### config.mk
export PLATFORM = sky130hd
export DESIGN_NAME = rvv_alu_rs_issue_flat
export DESIGN_NICKNAME = d
export VERILOG_FILES = /design/src/rtl/rvv_alu_rs_issue_if.sv /design/src/rtl/rvv_alu_rs_issue.sv /design/src/flat_wrapper.sv
export SDC_FILE = /design/constraint.sdc
export NUM_CORES = 1
export LEC_CHECK = 0
export CAP_MARGIN = 5
export CORE_UTILIZATION = 43
export CTS_CLUSTER_DIAMETER = 120
export DETAILED_ROUTE_END_ITERATION = 8
export PLACE_DENSITY = 0.81
export RECOVER_POWER = 100
export SETUP_SLACK_MARGIN = 0.5
export SYNTH_ARGS = -nofsm -noshare
export SYNTH_HDL_FRONTEND = slang
export SYNTH_SLANG_ARGS = --single-unit
### constraint.sdc
create_clock -name clk -period 5.9 [get_ports clk]
set_input_delay 0.885 -clock clk [delete_from_list [all_inputs] [get_ports clk]]
set_output_delay 0.885 -clock clk [all_outputs]
set_load 0.02 [all_outputs]
### src/rtl/rvv_alu_rs_issue_if.sv
// Handshake bundle between the ALU reservation station, the issue stage and the two ALU lanes.
// The issue stage (rvv_alu_rs_issue) uses the master modport.
interface rvv_alu_rs_issue_if #(
  parameter int DWIDTH = 64
);
  logic [DWIDTH-1:0] alu_uop0_rs2ex;
  logic [DWIDTH-1:0] alu_uop1_rs2ex;
  logic              fifo_empty_rs2ex;
  logic              fifo_1left_to_empty_rs2ex;
  logic              pop0_ex2rs;
  logic              pop1_ex2rs;
  logic              flush;
  logic              lane0_valid;
  logic              lane1_valid;
  logic [DWIDTH-1:0] lane0_uop;
  logic [DWIDTH-1:0] lane1_uop;
  logic              lane0_ready;
  logic              lane1_ready;

  modport master (
    input  alu_uop0_rs2ex, alu_uop1_rs2ex, fifo_empty_rs2ex, fifo_1left_to_empty_rs2ex,
    input  flush, lane0_ready, lane1_ready,
    output pop0_ex2rs, pop1_ex2rs, lane0_valid, lane1_valid, lane0_uop, lane1_uop
  );

  modport slave (
    output alu_uop0_rs2ex, alu_uop1_rs2ex, fifo_empty_rs2ex, fifo_1left_to_empty_rs2ex,
    output flush, lane0_ready, lane1_ready,
    input  pop0_ex2rs, pop1_ex2rs, lane0_valid, lane1_valid, lane0_uop, lane1_uop
  );
endinterface

### src/rtl/rvv_alu_rs_issue.sv
// Reads the two oldest ALU reservation-station entries into two registered issue lanes.
// state | meaning:  EMPTY | lane holds no uop;  FULL | lane presents a uop to its ALU.
module rvv_alu_rs_issue #(
  parameter int DWIDTH = 64,
  parameter int CNT_W  = 16
) (
  input  logic             clk,
  input  logic             rst,
  rvv_alu_rs_issue_if.master rs,
  output logic [CNT_W-1:0] issue_cnt
);

  typedef enum logic {EMPTY = 1'b0, FULL = 1'b1} lane_state_t;

  lane_state_t       state_q [2];
  lane_state_t       state_d [2];
  logic [DWIDTH-1:0] uop_q   [2];
  logic [DWIDTH-1:0] uop_d   [2];
  logic [1:0]        ready;
  logic [1:0]        fire;
  logic [1:0]        free;
  logic [1:0]        avail;
  logic [1:0]        nfree;
  logic [1:0]        n;
  logic [CNT_W:0]    cnt_sum;

  assign ready = {rs.lane1_ready, rs.lane0_ready};

  always_comb begin
    fire  = '0;
    free  = '0;
    for (int i = 0; i < 2; i++) begin
      fire[i] = (state_q[i] == FULL) && ready[i];
      free[i] = (state_q[i] == EMPTY) || fire[i];
    end
    avail = rs.fifo_empty_rs2ex ? 2'd0 : (rs.fifo_1left_to_empty_rs2ex ? 2'd1 : 2'd2);
    nfree = {1'b0, free[0]} + {1'b0, free[1]};
    n     = rs.flush ? 2'd0 : ((nfree < avail) ? nfree : avail);
  end

  always_comb begin
    for (int i = 0; i < 2; i++) begin
      state_d[i] = fire[i] ? EMPTY : state_q[i];
      uop_d[i]   = uop_q[i];
    end
    if (rs.flush) begin
      state_d[0] = EMPTY;
      state_d[1] = EMPTY;
    end else if (n == 2'd2) begin
      state_d[0] = FULL;
      state_d[1] = FULL;
      uop_d[0]   = rs.alu_uop0_rs2ex;
      uop_d[1]   = rs.alu_uop1_rs2ex;
    end else if (n == 2'd1) begin
      // single entry goes to the lowest free lane, which may be one that fires now
      if (free[0]) begin
        state_d[0] = FULL;
        uop_d[0]   = rs.alu_uop0_rs2ex;
      end else begin
        state_d[1] = FULL;
        uop_d[1]   = rs.alu_uop0_rs2ex;
      end
    end
  end

  assign cnt_sum = {1'b0, issue_cnt} + (CNT_W+1)'(fire[0]) + (CNT_W+1)'(fire[1]);

  always_ff @(posedge clk or posedge rst) begin
    if (rst) begin
      for (int i = 0; i < 2; i++) begin
        state_q[i] <= EMPTY;
        uop_q[i]   <= '0;
      end
      issue_cnt <= '0;
    end else begin
      for (int i = 0; i < 2; i++) begin
        state_q[i] <= state_d[i];
        uop_q[i]   <= uop_d[i];
      end
      issue_cnt <= cnt_sum[CNT_W] ? {CNT_W{1'b1}} : cnt_sum[CNT_W-1:0];
    end
  end

  assign rs.pop0_ex2rs  = !rst && (n != 2'd0);
  assign rs.pop1_ex2rs  = !rst && (n == 2'd2);
  assign rs.lane0_valid = (state_q[0] == FULL);
  assign rs.lane1_valid = (state_q[1] == FULL);
  assign rs.lane0_uop   = uop_q[0];
  assign rs.lane1_uop   = uop_q[1];

endmodule

### src/flat_wrapper.sv
// flat-port wrapper written by rule: the top's interface ports become plain ports
module rvv_alu_rs_issue_flat 
#(
  parameter int DWIDTH = 64,
  parameter int CNT_W  = 16
)
  (clk, rst, issue_cnt, rs_alu_uop0_rs2ex, rs_alu_uop1_rs2ex, rs_fifo_empty_rs2ex, rs_fifo_1left_to_empty_rs2ex, rs_flush, rs_lane0_ready, rs_lane1_ready, rs_pop0_ex2rs, rs_pop1_ex2rs, rs_lane0_valid, rs_lane1_valid, rs_lane0_uop, rs_lane1_uop);
  rvv_alu_rs_issue_if #(.DWIDTH(DWIDTH)) rs_i ();
  input  logic clk;
  input  logic rst;
  output logic [CNT_W-1:0] issue_cnt;
  input wire logic [$bits(rs_i.alu_uop0_rs2ex)-1:0] rs_alu_uop0_rs2ex;
  input wire logic [$bits(rs_i.alu_uop1_rs2ex)-1:0] rs_alu_uop1_rs2ex;
  input wire logic [$bits(rs_i.fifo_empty_rs2ex)-1:0] rs_fifo_empty_rs2ex;
  input wire logic [$bits(rs_i.fifo_1left_to_empty_rs2ex)-1:0] rs_fifo_1left_to_empty_rs2ex;
  input wire logic [$bits(rs_i.flush)-1:0] rs_flush;
  input wire logic [$bits(rs_i.lane0_ready)-1:0] rs_lane0_ready;
  input wire logic [$bits(rs_i.lane1_ready)-1:0] rs_lane1_ready;
  output wire logic [$bits(rs_i.pop0_ex2rs)-1:0] rs_pop0_ex2rs;
  output wire logic [$bits(rs_i.pop1_ex2rs)-1:0] rs_pop1_ex2rs;
  output wire logic [$bits(rs_i.lane0_valid)-1:0] rs_lane0_valid;
  output wire logic [$bits(rs_i.lane1_valid)-1:0] rs_lane1_valid;
  output wire logic [$bits(rs_i.lane0_uop)-1:0] rs_lane0_uop;
  output wire logic [$bits(rs_i.lane1_uop)-1:0] rs_lane1_uop;
  assign rs_i.alu_uop0_rs2ex = rs_alu_uop0_rs2ex;
  assign rs_i.alu_uop1_rs2ex = rs_alu_uop1_rs2ex;
  assign rs_i.fifo_empty_rs2ex = rs_fifo_empty_rs2ex;
  assign rs_i.fifo_1left_to_empty_rs2ex = rs_fifo_1left_to_empty_rs2ex;
  assign rs_i.flush = rs_flush;
  assign rs_i.lane0_ready = rs_lane0_ready;
  assign rs_i.lane1_ready = rs_lane1_ready;
  assign rs_pop0_ex2rs = rs_i.pop0_ex2rs;
  assign rs_pop1_ex2rs = rs_i.pop1_ex2rs;
  assign rs_lane0_valid = rs_i.lane0_valid;
  assign rs_lane1_valid = rs_i.lane1_valid;
  assign rs_lane0_uop = rs_i.lane0_uop;
  assign rs_lane1_uop = rs_i.lane1_uop;
  rvv_alu_rs_issue #(.DWIDTH(DWIDTH), .CNT_W(CNT_W)) u_core (.clk(clk), .rst(rst), .rs(rs_i), .issue_cnt(issue_cnt));
endmodule
## After elaboration in Yosys (flattened, before gate mapping)

Index checks and enable logic that the tools add are counted.

| word-level totals | value |
|---|---|
| flip-flop bits (word level) | 146 |
| logic and storage cells | 43 |
| output and inout port bits | 148 |

| operators by class | value |
|---|---|
| bitwise operators | 3 |
| multiplexer cells | 16 |
| equal/unequal tests | 3 |
| $add $sub $neg | 3 |
| reduce and logical (&&, ||, !) cells | 12 |
| order comparisons | 1 |

Operator list:

| kind | count |
|---|---|
| 128-bit two-way mux | 2 |
| 64-bit two-way mux | 2 |
| 16-bit by 1-bit adder with 17-bit output | 1 |
| 17-bit by 1-bit adder with 17-bit output | 1 |
| 16-bit two-way mux | 1 |
| 2-bit two-way mux | 7 |
| 3-bit AND reduction | 2 |
| 2-bit nonzero test | 3 |
| 1-bit logical AND | 4 |
| 1-bit two-way mux | 4 |
| 1-bit NOT | 3 |
| 1-bit by 1-bit adder with 2-bit output | 1 |
| 2-bit by 1-bit == test with 1-bit output (second input constant) | 1 |
| 2-bit == test (second input constant) | 1 |
| 1-bit logical OR | 2 |
| 2-bit < comparator | 1 |
| 2-bit != test (second input constant) | 1 |
| 1-bit logical NOT | 1 |

## Longest topological paths before layout

| depth | value |
|---|---|
| depth after elaboration | 10 |
| gate-level depth with buffers | 12 |
| mapped depth without buffers | 10 |

## Least setup slack after synthesis

OpenSTA, ideal clock, no wires.

| timing | value |
|---|---|
| path type | input-to-reg |
| start point | in rs_lane0_ready |
| end point | reg u_core.uop_q (netlist bit u_core.rs.lane1_uop[0]) |
| required time | 5.775 ns |
| stages | 11 |
| data arrival time | 3.078 ns |
| path buffers | 2 |
| setup time | 0.125 ns |
| slack | 2.697 ns |
| path through | nand2b_1 > ha_1 > ha_1 > o22ai_1 > and2_1 > ha_1 > nor2_1 > a21boi_0 > buf_2 > buf_4 > mux2_2 |

| between the ends | value |
|---|---|
| cells in the longest elaborated chain, start to end | 9 |
| elaborated cells between the ends (all ways) | 12 |
| classes of those cells | 1 x add/sub; 1 x order compare; 3 x eq/ne; 3 x mux; 4 x reduce/logical |

Ends and longest elaborated chain:

| item | line | RTL |
|---|---|---|
| from (decl) | flat_wrapper.sv:17 | `input wire logic [$bits(rs_i.lane0_ready)-1:0] rs_lane0_ready;` |
| 1-bit logical AND * | rvv_alu_rs_issue.sv:33 | `fire[i] = (state_q[i] == FULL) && ready[i];` |
| 1-bit logical OR * | rvv_alu_rs_issue.sv:34 | `free[i] = (state_q[i] == EMPTY) \|\| fire[i];` |
| 1-bit by 1-bit adder with 2-bit output | rvv_alu_rs_issue.sv:37 | `nfree = {1'b0, free[0]} + {1'b0, free[1]};` |
| 2-bit < comparator | rvv_alu_rs_issue.sv:38 | `n = rs.flush ? 2'd0 : ((nfree < avail) ? nfree : avail);` |
| 2-bit two-way mux (2 in a row) | rvv_alu_rs_issue.sv:38 |  |
| 2-bit == test / 2-bit by 1-bit == test with 1-bit output (equally long branches) | rvv_alu_rs_issue.sv:49, rvv_alu_rs_issue.sv:54 |  |
| 2-bit != test (no source line) / 2-bit nonzero test (equally long branches) | -- |  |
| 3-bit AND reduction (no source line) | -- |  |
| to (signal, indexed assignment) | rvv_alu_rs_issue.sv:78 | `uop_q[i] <= uop_d[i];` |
| to (decl) | rvv_alu_rs_issue.sv:17 | `logic [DWIDTH-1:0] uop_q [2];` |

Every way passes the cells marked *; elsewhere a longest branch is shown, timed or not.
A chain may end at the register's enable or synchronous reset.

## Final worst setup path

| timing | value |
|---|---|
| start point | in rs_lane1_ready |
| end point | reg u_core.uop_q (netlist bit u_core.rs.lane0_uop[42]) |

| between the ends | value |
|---|---|
| cells in the longest elaborated chain, start to end | 9 |
| elaborated cells between the ends (all ways) | 12 |
| classes of those cells | 1 x add/sub; 1 x order compare; 2 x eq/ne; 3 x mux; 5 x reduce/logical |

Ends and longest elaborated chain:

| item | line | RTL |
|---|---|---|
| from (decl) | flat_wrapper.sv:18 | `input wire logic [$bits(rs_i.lane1_ready)-1:0] rs_lane1_ready;` |
| 1-bit logical AND * | rvv_alu_rs_issue.sv:33 |  |
| 1-bit logical OR * | rvv_alu_rs_issue.sv:34 |  |
| 1-bit by 1-bit adder with 2-bit output * | rvv_alu_rs_issue.sv:37 |  |
| 2-bit < comparator | rvv_alu_rs_issue.sv:38 |  |
| 2-bit two-way mux * (2 in a row) | rvv_alu_rs_issue.sv:38 |  |
| 2-bit == test / 2-bit by 1-bit == test with 1-bit output (equally long branches) | rvv_alu_rs_issue.sv:49, rvv_alu_rs_issue.sv:54 |  |
| 2-bit nonzero test (no source line) | -- |  |
| 3-bit AND reduction (no source line) | -- |  |

Marked as above.

==> metrics.md <==
| Metric | Value |
|---|---|
| DRC violations left | 0 |
| Largest net degree at the start of global routing | 103 |
| Met3 wire len | 1300 µm |
| Int Pwr | about 2.9 mW |
| Initial core utilization | 0.448 |
| Largest family of logic cells by synthesized area | multiplexers |
| Maximum fanout along the worst path | 65 |
| Tightest Pin Transition | 2.37 ns |
| DRT iter0 DRCs | about 130 |
| Slew HR | -0.583 |
| Post-Layout Inst Area | 10200 µm² |
| Critical Path RT | 6.19 ns |
| Synth Instances | around 450 |
| Final global-route overflow total | 0 |
| Reg2Reg Setup Slack | 1.66 ns |
| HP Class | reg -> reg |
| Clock share of power | 0.268 |
| CTS tree | built |
| Seq pwr share | 0.354 |
| Ys Warns | 0 |
| Io pins | 283 |
| EDFF count, synth | 0 |
| Maximum clock rate | 205 MHz |
| Die H | 126 µm |
| Post-synthesis sequential area ratio | 0.553 |
| Max Used Layer | met4 |
| Hold buffer count at CTS | 0 |
| I/O Buffers | 282 |
| CTS root buf | clkbuf_16 |
| Initial antenna violation count | 0 |
| Crit path DAT | approximately 5.2 ns |
| Final nets | ~880 |
| Xor and xnor area share after synthesis | 0.00265 |
| Detailed-route vias per instance | between 5 and 6 |
| Number of library cell types mapped by synthesis | 41 |
| Main synth FF type | dfrtp_1 |
| Mean Syn Cell Area | 14.6 µm² |
| Clock Latency Late Sink | between 0.4 and 0.5 ns |
| Bufs on Longest Clock Path | 2 |
| Post-Synth Adder-Cell Area | 0.0163 |
| Total Routing Usage GR | 0.236 |
| Post-synth ARST share | 1.00 |
| DRT met1 WL | 6890 µm |
| # Post-CTS Setup Buffers | 0 |
| Synth-to-Final Area Change | 54.0% |
| Drt first pass iters | 4 |
| RSZ-0062 raised after global routing | false |
| Final wirelength | 18100 µm |
| Pwr Total | 4.36 mW |
| Lkg Pwr | approximately 4.5 nW |
| WL met2 | 9300 µm |
| DIE AREA | around 16000 µm² |
| Final setup viols | 0 |
| Final Cycle Share | 0.826 |
| Vias in the first global route | 5386 |
| Post-CTS sizing | 0 |
| First-pass GRT wire length | 28800 µm |
| Sw Share | 0.325 |
| Setup crit end kind | register |
| Final Wtd Congestion | a little under 0.8 |
| Slew Limit Fails | roughly 110 |
| Startpoint Class | input pin |
| Final min period | 4.88 ns |
| Rows | between 40 and 50 |
| DR vias | 4909 |
| Failing checks | capacitance limit, slew limit |
| Mapped cell area | 6610 µm² |
| Net switching power | 1.42 mW |
| Final setup TNS | 0 ns |
| DP HPWL | 12900 µm |
| Setup Skew | 0.00571 ns |
| Mux cell area share after synthesis | 0.332 |
| Synthesized Nets | between 500 and 600 |
| Die W | 126 µm |
| Comb pwr share | 0.378 |
| Max-Cap Viols | 2 |
| Status | finished, violations left |
| CTS Buf Count | 17 |
| Layout cells sized above 1 | 0.300 |
| Worst Path Class, Setup | in -> reg |
| Peak supply drop | 0.243 mV |
| DR WL/cell | between 15 and 20 µm |
| Synthesized flop and latch total | between 100 and 150 |
| CTS H-tree depth | 4 |
| Area of placed instances | roughly 9600 µm² |
| Routed Antenna Nets | 0 |
| Post-synthesis compound-gate area fraction | 0.0202 |
| Final Hold Viols | 0 |
| Worst-path clk slew | 0.06 ns |
| Pwr Density | 428 nW/µm² |
| Post-Synth Simple-Gate Area | 0.0467 |
| TritonCTS Sinks | about 150 |
| N_diodes | 0 |
| Core area | roughly 15000 µm² |
Yosys cell counts (2+ instances only):
library cell	count	area (µm²)
a21oi_1	2	10.0
a31oi_1	2	12.5
buf_2	9	45.0
buf_4	12	90.1
buf_6	2	22.5
dfrtp_1	146	3650
ha_1	7	87.6
inv_1	10	37.5
mux2_1	7	78.8
mux2_2	188	2120
nand2_1	10	37.5
nand2b_1	5	31.3
nand3_1	8	40.0
nand4b_1	2	17.5
nor2_1	6	22.5
nor3_1	2	10.0
nor4_1	2	12.5
o21ai_0	4	20.0
o21ai_2	2	17.5
o31ai_1	3	22.5
or3_2	2	15.0
or4_1	3	22.5
cell families after synthesis:
| logic type | after synthesis |
|---|---|
| compound gates | 19 |
| mux | 195 |
| simple gates | 50 |
| fa+ha+maj | 8 |
| xor+xnor | 2 |
| flops | 146 |
| buf+inv | 33 |
flip-flops by register name, summed over array words and instances, names as in the netlist:
signal	flops
u_core.rs.lane0_uop	64
u_core.rs.lane1_uop	64
u_core.issue_cnt	16
u_core.rs.lane0_valid	1
u_core.rs.lane1_valid	1
power groups by stage:
| stage | combinational, mW | sequential (mW) | clock, mW |
|---|---|---|---|
| after floorplan | 0.398 | 1.99 | 0 |
| after global placement | 1.76 | 1.55 | 0 |
| after detailed placement | 1.79 | 1.57 | 0 |
| after CTS | 1.80 | 1.57 | 1.19 |
| after global routing | 1.73 | 1.60 | 1.23 |
| final | 1.65 | 1.54 | 1.17 |
critical path: stages:
cell,delay (ns)
dlygate4sd3_1,0.56
nand2b_1,0.19
ha_1,0.25
ha_1,0.30
o22ai_1,0.15
nand2_1,0.10
ha_1,0.22
clkbuf_2,0.94
o21ai_0,0.60
buf_4,0.50
mux2_2,0.40
layout by cell type (no fill, tap or decap), drive strengths merged, types with 2 or more instances in the layout:
cell / Yosys / final
mux2: 195 / 195
dlygate4sd3: 0 / 150
dfrtp: 146 / 146
clkdlybuf4s50: 0 / 132
clkbuf: 0 / 23
nand2: 10 / 10
inv: 10 / 10
nand3: 9 / 9
ha: 7 / 7
nor2: 6 / 6
o21ai: 6 / 6
clkinv: 0 / 6
nand2b: 5 / 5
bufinv: 0 / 5
or4: 5 / 5
o31ai: 3 / 3
buf: 23 / 3
nand4: 3 / 3
a21oi: 2 / 2
nor4: 2 / 2
nand4b: 2 / 2
nor3: 2 / 2
or3: 2 / 2
a31oi: 2 / 2
routing by layer:
metal | up-vias | global-route usage
met4 | 0 | 0.112
met5 | - | 0
met3 | 44 | 0.0667
met2 | 207 | 0.418
met1 | 2451 | 0.261
li1 | 2207 | -
per-stage QoR:
| stage | worst slack [ns] | utilization | instances | hold WS [ns] |
|---|---|---|---|---|
| 2_1_floorplan | 1.09 | - | 453 | 0.615 |
| 3_3_place_gp | 1.60 | 0.650 | 901 | 0.473 |
| 3_5_place_dp | 1.53 | 0.650 | 901 | 0.491 |
| 4_1_cts | 1.54 | 0.693 | 933 | 0.505 |
| 5_1_grt | 0.763 | 0.690 | 933 | 0.505 |
| 6_report | 1.02 | 0.690 | 933 | 0.497 |
layout make-up:
| cell class | instances | area, µm² |
|---|---|---|
| inverters | 10 | 42.5 |
| multi-input cells | 274 | 2760 |
| clock inverters | 11 | 184 |
| fillers | 1066 | 4570 |
| repair buffers | 287 | 2870 |
| clock buffers | 21 | 450 |
| well taps | 184 | 230 |
| flip-flops and latches | 146 | 3650 |
path summary, 6_finish.rpt:
path                                   startpoint                       to  depth (start not counted)
setup / recovery                   rs_lane1_ready  u_core.rs.lane0_uop[42]                         11
hold / removal             u_core.rs.lane0_uop[5]   u_core.rs.lane0_uop[5]                          1
setup reg to reg            u_core.rs.lane0_valid  u_core.rs.lane0_uop[42]                         10
max in group asynchronous                     rst  u_core.rs.lane1_uop[24]                          3
min in group asynchronous                     rst  u_core.rs.lane1_uop[15]                          2
hold reg to reg            u_core.rs.lane0_uop[5]   u_core.rs.lane0_uop[5]                          1
(Power assumes the default switching activity.)
